--- src/rtl/x_pattern_driver.sv ---
`default_nettype none
// +------------------------------------------------------------------------+
// | Module   : x_pattern_driver                                            |
// | Purpose  : Serialises a loaded pattern onto X, LSB first, one bit per  |
// |            DIV-clock slot, with step strobe and start/busy/done.       |
// | Revision : 1.0 - initial release                                       |
// +------------------------------------------------------------------------+
module x_pattern_driver #(
   parameter int WIDTH = 8,
   parameter int DIV   = 4
) (
   input  logic             clk,
   input  logic             reset,
   input  logic             start,
   input  logic [WIDTH-1:0] pattern,
   input  logic [3:0]       len,
   input  logic             repeat_en,
   input  logic             hold,
   output logic             X,
   output logic             x_valid,
   output logic             step,
   output logic             busy,
   output logic             done,
   output logic [3:0]       bit_cnt
);

   localparam logic [3:0]  c_PRESC_LAST = 4'(DIV - 1);
   localparam logic [4:0]  c_MAX_LEN    = 5'(WIDTH);
   localparam logic [31:0] c_WIDTH_U    = 32'(WIDTH);

   typedef enum logic [1:0] {
      S_IDLE  = 2'd0,
      S_LOAD  = 2'd1,
      S_SHIFT = 2'd2,
      S_DONE  = 2'd3
   } state_t;

   state_t           r_state,   w_state_nxt;
   logic [3:0]       r_presc,   w_presc_nxt;
   logic [3:0]       r_bit_cnt, w_bit_cnt_nxt;
   logic [WIDTH-1:0] r_shadow,  w_shadow_nxt;
   logic [4:0]       r_len_q,   w_len_q_nxt;
   logic             w_slot_end;
   logic             w_last_bit;
   logic             w_x;

   always_ff @(posedge clk) begin
      if (!reset) begin
         r_state   <= S_IDLE;
         r_presc   <= 4'd0;
         r_bit_cnt <= 4'd0;
         r_shadow  <= '0;
         r_len_q   <= 5'd0;
      end else begin
         r_state   <= w_state_nxt;
         r_presc   <= w_presc_nxt;
         r_bit_cnt <= w_bit_cnt_nxt;
         r_shadow  <= w_shadow_nxt;
         r_len_q   <= w_len_q_nxt;
      end
   end

   always_comb begin
      w_state_nxt   = r_state;
      w_presc_nxt   = r_presc;
      w_bit_cnt_nxt = r_bit_cnt;
      w_shadow_nxt  = r_shadow;
      w_len_q_nxt   = r_len_q;
      w_slot_end    = (r_state == S_SHIFT) && (r_presc == c_PRESC_LAST) && !hold;
      w_last_bit    = ({1'b0, r_bit_cnt} == (r_len_q - 5'd1));

      case (r_state)
         S_IDLE: begin
            if (start) begin
               w_shadow_nxt = pattern;
               // Zero or over-long lengths send the whole register
               if (len == 4'd0 || {28'd0, len} > c_WIDTH_U)
                  w_len_q_nxt = c_MAX_LEN;
               else
                  w_len_q_nxt = {1'b0, len};
               w_state_nxt = S_LOAD;
            end
         end
         S_LOAD: begin
            w_presc_nxt   = 4'd0;
            w_bit_cnt_nxt = 4'd0;
            w_state_nxt   = S_SHIFT;
         end
         S_SHIFT: begin
            if (!hold) begin
               if (w_slot_end) begin
                  w_presc_nxt = 4'd0;
                  if (w_last_bit) begin
                     w_bit_cnt_nxt = 4'd0;
                     if (!repeat_en)
                        w_state_nxt = S_DONE;
                  end else begin
                     w_bit_cnt_nxt = r_bit_cnt + 4'd1;
                  end
               end else begin
                  w_presc_nxt = r_presc + 4'd1;
               end
            end
         end
         S_DONE: begin
            w_state_nxt = S_IDLE;
         end
         default: begin
            w_state_nxt = S_IDLE;
         end
      endcase
   end

   always_comb begin
      w_x = 1'b0;
      for (int i = 0; i < WIDTH; i++) begin
         if (r_bit_cnt == 4'(i))
            w_x = r_shadow[i];
      end
   end

   assign X       = (r_state == S_SHIFT) && w_x;
   assign x_valid = (r_state == S_SHIFT);
   assign step    = w_slot_end;
   assign busy    = (r_state == S_LOAD) || (r_state == S_SHIFT);
   assign done    = (r_state == S_DONE);
   assign bit_cnt = r_bit_cnt;

endmodule
`default_nettype wire
--- config.mk ---
export PLATFORM = sky130hd
export DESIGN_NAME = x_pattern_driver
export DESIGN_NICKNAME = d
export VERILOG_FILES = /design/src/rtl/x_pattern_driver.sv
export SDC_FILE = /design/constraint.sdc
export NUM_CORES = 1
export LEC_CHECK = 0
export ABC_AREA = 1
export CELL_PAD_IN_SITES_DETAIL_PLACEMENT = 1
export CELL_PAD_IN_SITES_GLOBAL_PLACEMENT = 2
export CORE_ASPECT_RATIO = 0.6
export CORE_MARGIN = 2
export CORE_UTILIZATION = 29
export CTS_BUF_LIST = sky130_fd_sc_hd__clkbuf_4 sky130_fd_sc_hd__clkbuf_8
export CTS_CLUSTER_DIAMETER = 80
export CTS_CLUSTER_SIZE = 40
export DETAILED_ROUTE_END_ITERATION = 6
export PLACE_DENSITY_LB_ADDON = 0.3
export SYNTH_ARGS = -nofsm -noshare
export SYNTH_HDL_FRONTEND = slang
export SYNTH_SLANG_ARGS = --single-unit
--- constraint.sdc ---
create_clock -name clk -period 1.55 [get_ports clk]
set_input_delay 0.2325 -clock clk [delete_from_list [all_inputs] [get_ports clk]]
set_output_delay 0.2325 -clock clk [all_outputs]
set_load 0.05 [all_outputs]
==> summary.txt <==
Outcome
  • Status: complete, but fails checks
  • Failing checks: negative setup slack

STA
  • Slew margin rel.: 78.62%
  • Period Utilization, post-route: 119.1%
  • Setup TNS: -0.3698 ns
  • Setup-failing EPs final: 2
  • RSZ-0062 raised after global routing: yes
  • Final clock skew: 0.001897 ns
  • Max Freq: 541.6 MHz
  • Post-route minimum period: 1.846 ns
  • Minimum hold slack: 0.4951 ns
  • Final Max Tran Viols: 0
  • Worst slew pin tran: 0.3203 ns
  • Endpoints failing hold: 0
  • Worst setup margin: -0.2963 ns

Worst hold path
  • Hold crit path type: reg -> reg
  • Hold_sp: r_len_q[1]$_SDFFE_PN0P_
  • Hold Path End: r_len_q[1]$_SDFFE_PN0P_
  • Worst Hold Depth: 2

Clock tree
  • CTS Root Cell: clkbuf_8
  • Clk_lat worst skew: 0.27 ns
  • TritonCTS Buffers: 3
  • CTS sink count: 22
  • Post-CTS Hold Fix Bufs: 0
  • Clk slew on worst S/H paths: 0.08 ns
  • CTS Buffer Depth: 2
  • H-Tree Depth: 1
  • CTS tree: built

Setup path
  • Worst Reg-to-Reg Cells: 10
  • Critical Path RT: 1.32 ns
  • Critical path class: reg -> out
  • Worst path max stage delay: 0.37 ns
  • FF-to-FF Start: r_state[0]$_SDFFE_PN0P_
  • R2R setup slack: 0.05 ns
  • Arrival @ worst endpoint: 1.61 ns
  • Most used cell, CP: a21oi_2
  • RR Endpoint: bit_cnt[3]$_SDFFE_PN0P_
  • Endpoint class of the critical path: output pin
  • Worst setup SP type: flop
  • CP max-delay cell: dfxtp_4
  • Critical Path, Cell by Cell: inv_2 -> ha_4 -> a21oi_2 -> nand2_1 -> a21o_1 -> a21oi_2 -> nor3_4 -> buf_6
  • Crit Path Max Fanout: 4

Routing
  • Antenna Nets Post-Route: 0
  • Initial detailed-routing violation count: 13
  • DRC: 0
  • Routed Wire Length: 4143 microns
  • DR vias: 1316
  • Routed WL per cell: 14.19 microns
  • Via density: 4.507
  • Iteration count of the initial detailed-routing pass: 3

Layout
  • Commonest non-fill, non-tap cell in the layout: nand2_1
  • ANT cells: 0
  • Layout cells sized above 1: 37.07%
  • Commonest cells after routing, fill and taps aside: nand2_1, nor2_1, buf_4
  • P&R area growth vs syn: 63.85%
  • Nets: 261
  • Design Area, Final: 2110 sq um

Job
  • Max_cap viols: 0

Floorplanning
  • Number of I/O pins: 26
  • Die Span X: 90.02 microns
  • Initial Util: 30.73%
  • DIE HEIGHT: 55.61 microns
  • # rows: 18
  • Die ar.: 5006 sq um
  • Area of the core: 4189 sq um

GRT
  • First-pass GRT wire length: 6382 microns
  • Initial antenna violation count: 0
  • Vias in the first global route: 1341
  • Grt total ovfl: 0
  • Pin count of the biggest net entering global routing: 14
  • GRT Total Usage: 16.12%

Synth
  • Share of the synthesized area in the top cell type: 34.21%
  • Post-synthesis register bit count: 22
  • Synth Flop Type: dfxtp_1
  • Synth unique cells: 29
  • Synthesized area per cell: 7.074 sq um
  • Ys async rst share: 0%
  • Area leader, netlist: dfxtp_1
  • Post-synthesis instance total: 182
  • Main area contributors after synthesis: dfxtp_1, nand2_1, ha_1, nor2_1, inv_1
  • Syn nets: 210
  • Seq/Total Area, Yosys: 34.21%
  • Synth Cell Area: 1287 sq um
  • Post-synth EDFFs: 0
  • Yosys warnings: 0

Power
  • Comb pwr share: 56.0%
  • Switching Fraction: 41.07%
  • Pwr Density: 1489 nW/um^2
  • Tot Pwr: 3.142 mW
  • Peak VDD IR: 0.7378 mV
  • Clk pwr share: 17.3%
  • Switching Power: 1.290 mW
  • Internal: 1.851 mW
  • Seq pwr share: 26.7%
  • LEAKAGE: 0.9079 nW

Place
  • Area after DPL: 1814 sq um
  • I/O Buffers: 25
  • GPL Wtd Cong: 0.7401
  • Final HPWL DP: 3013 microns
  • Pre-CTS setup slack: -0.06673 ns
==> layer usage <==
layer  wire (microns)  GRT usage (%)  vias to the layer above
met4               59          3.956                        0
met3              107          3.930                        5
met2             1921          26.42                       19
met1             2054          21.54                      621
met5                0              0                        -
li1                 -              -                      671
==> power by group through the flow <==
stage	Sequential (mW)	Clock, mW	Combinational [mW]
detailed placement	0.827	0	1.42
global placement	0.817	0	1.38
floorplan	0.835	0	0.868
CTS	0.824	0.553	1.51
global route	0.852	0.587	1.93
finish	0.839	0.542	1.76
==> repair_timing <==
item / in CTS / in global routing
setup endpoints to repair: 6 / 21
resized for setup: 11 / 33
buffers inserted: 5 / 6
pin swaps: 8 / 17
endpoints found under the hold margin: 0 / 0
==> worst max-delay path, delay by kind of cell, from the launching register on <==
kind            cells  cell delay (ns)
compound gates      3             0.47
fa+ha+maj           1             0.17
buf+inv             2             0.20
flops               1             0.37
simple gates        2             0.13
==> cell families after synthesis <==
logic type	after synthesis	share of synthesized area, %
buffers and inverters	26	7.872
flip-flops	22	34.21
AND/OR/NAND/NOR	93	32.46
XOR/XNOR	6	4.082
adder cells (fa/ha/maj)	11	10.69
AO/OA/AOI/OAI	24	10.69
==> Yosys cell counts, drive strengths merged (2+ instances only) <==
cell type / instances
nand2: 44
nor2: 32
dfxtp: 22
inv: 22
nand3: 12
ha: 11
a21oi: 10
o21ai: 10
xor2: 5
clkbuf: 2
nand4: 2
==> final cells by class <==
class / count / area [sq um]
sequential: 22 / 456.7
timing repair buffer: 49 / 510.5
clock buffer: 3 / 41.29
tap: 60 / 75.07
inverter: 23 / 103.9
fill: 515 / 2079
clock inverter: 1 / 30.03
multi-input combinational: 134 / 892.1
==> flip-flops by register name, indices dropped and copies added, names as in the netlist <==
signal	flops
bit_cnt	4
r_presc	4
r_shadow	8
r_state	2
r_len_q	4
==> per-stage QoR <==
stage	util [%]	instances
after global routing	50.36	292
after detailed placement	43.31	277
after CTS	46.71	286
final	50.36	292
after floorplan	-	182
after global placement	43.31	277
==> how the worst max path moves through the flow <==
| stage | start | depth (start not counted) | slack (ns) | to |
|---|---|---|---|---|
| final | bit_cnt[1]$_SDFFE_PN0P_ | 8 | -0.30 | X |
| after global routing | bit_cnt[1]$_SDFFE_PN0P_ | 8 | -0.37 | X |
| after CTS | bit_cnt[1]$_SDFFE_PN0P_ | 8 | -0.30 | X |
| after detailed placement | bit_cnt[0]$_SDFFE_PN0P_ | 8 | -0.07 | X |
| after global placement | bit_cnt[1]$_SDFFE_PN0P_ | 8 | -0.04 | X |
| after floorplan | bit_cnt[1]$_SDFFE_PN0P_ | 8 | -0.16 | X |
(Power assumes the default switching activity.)
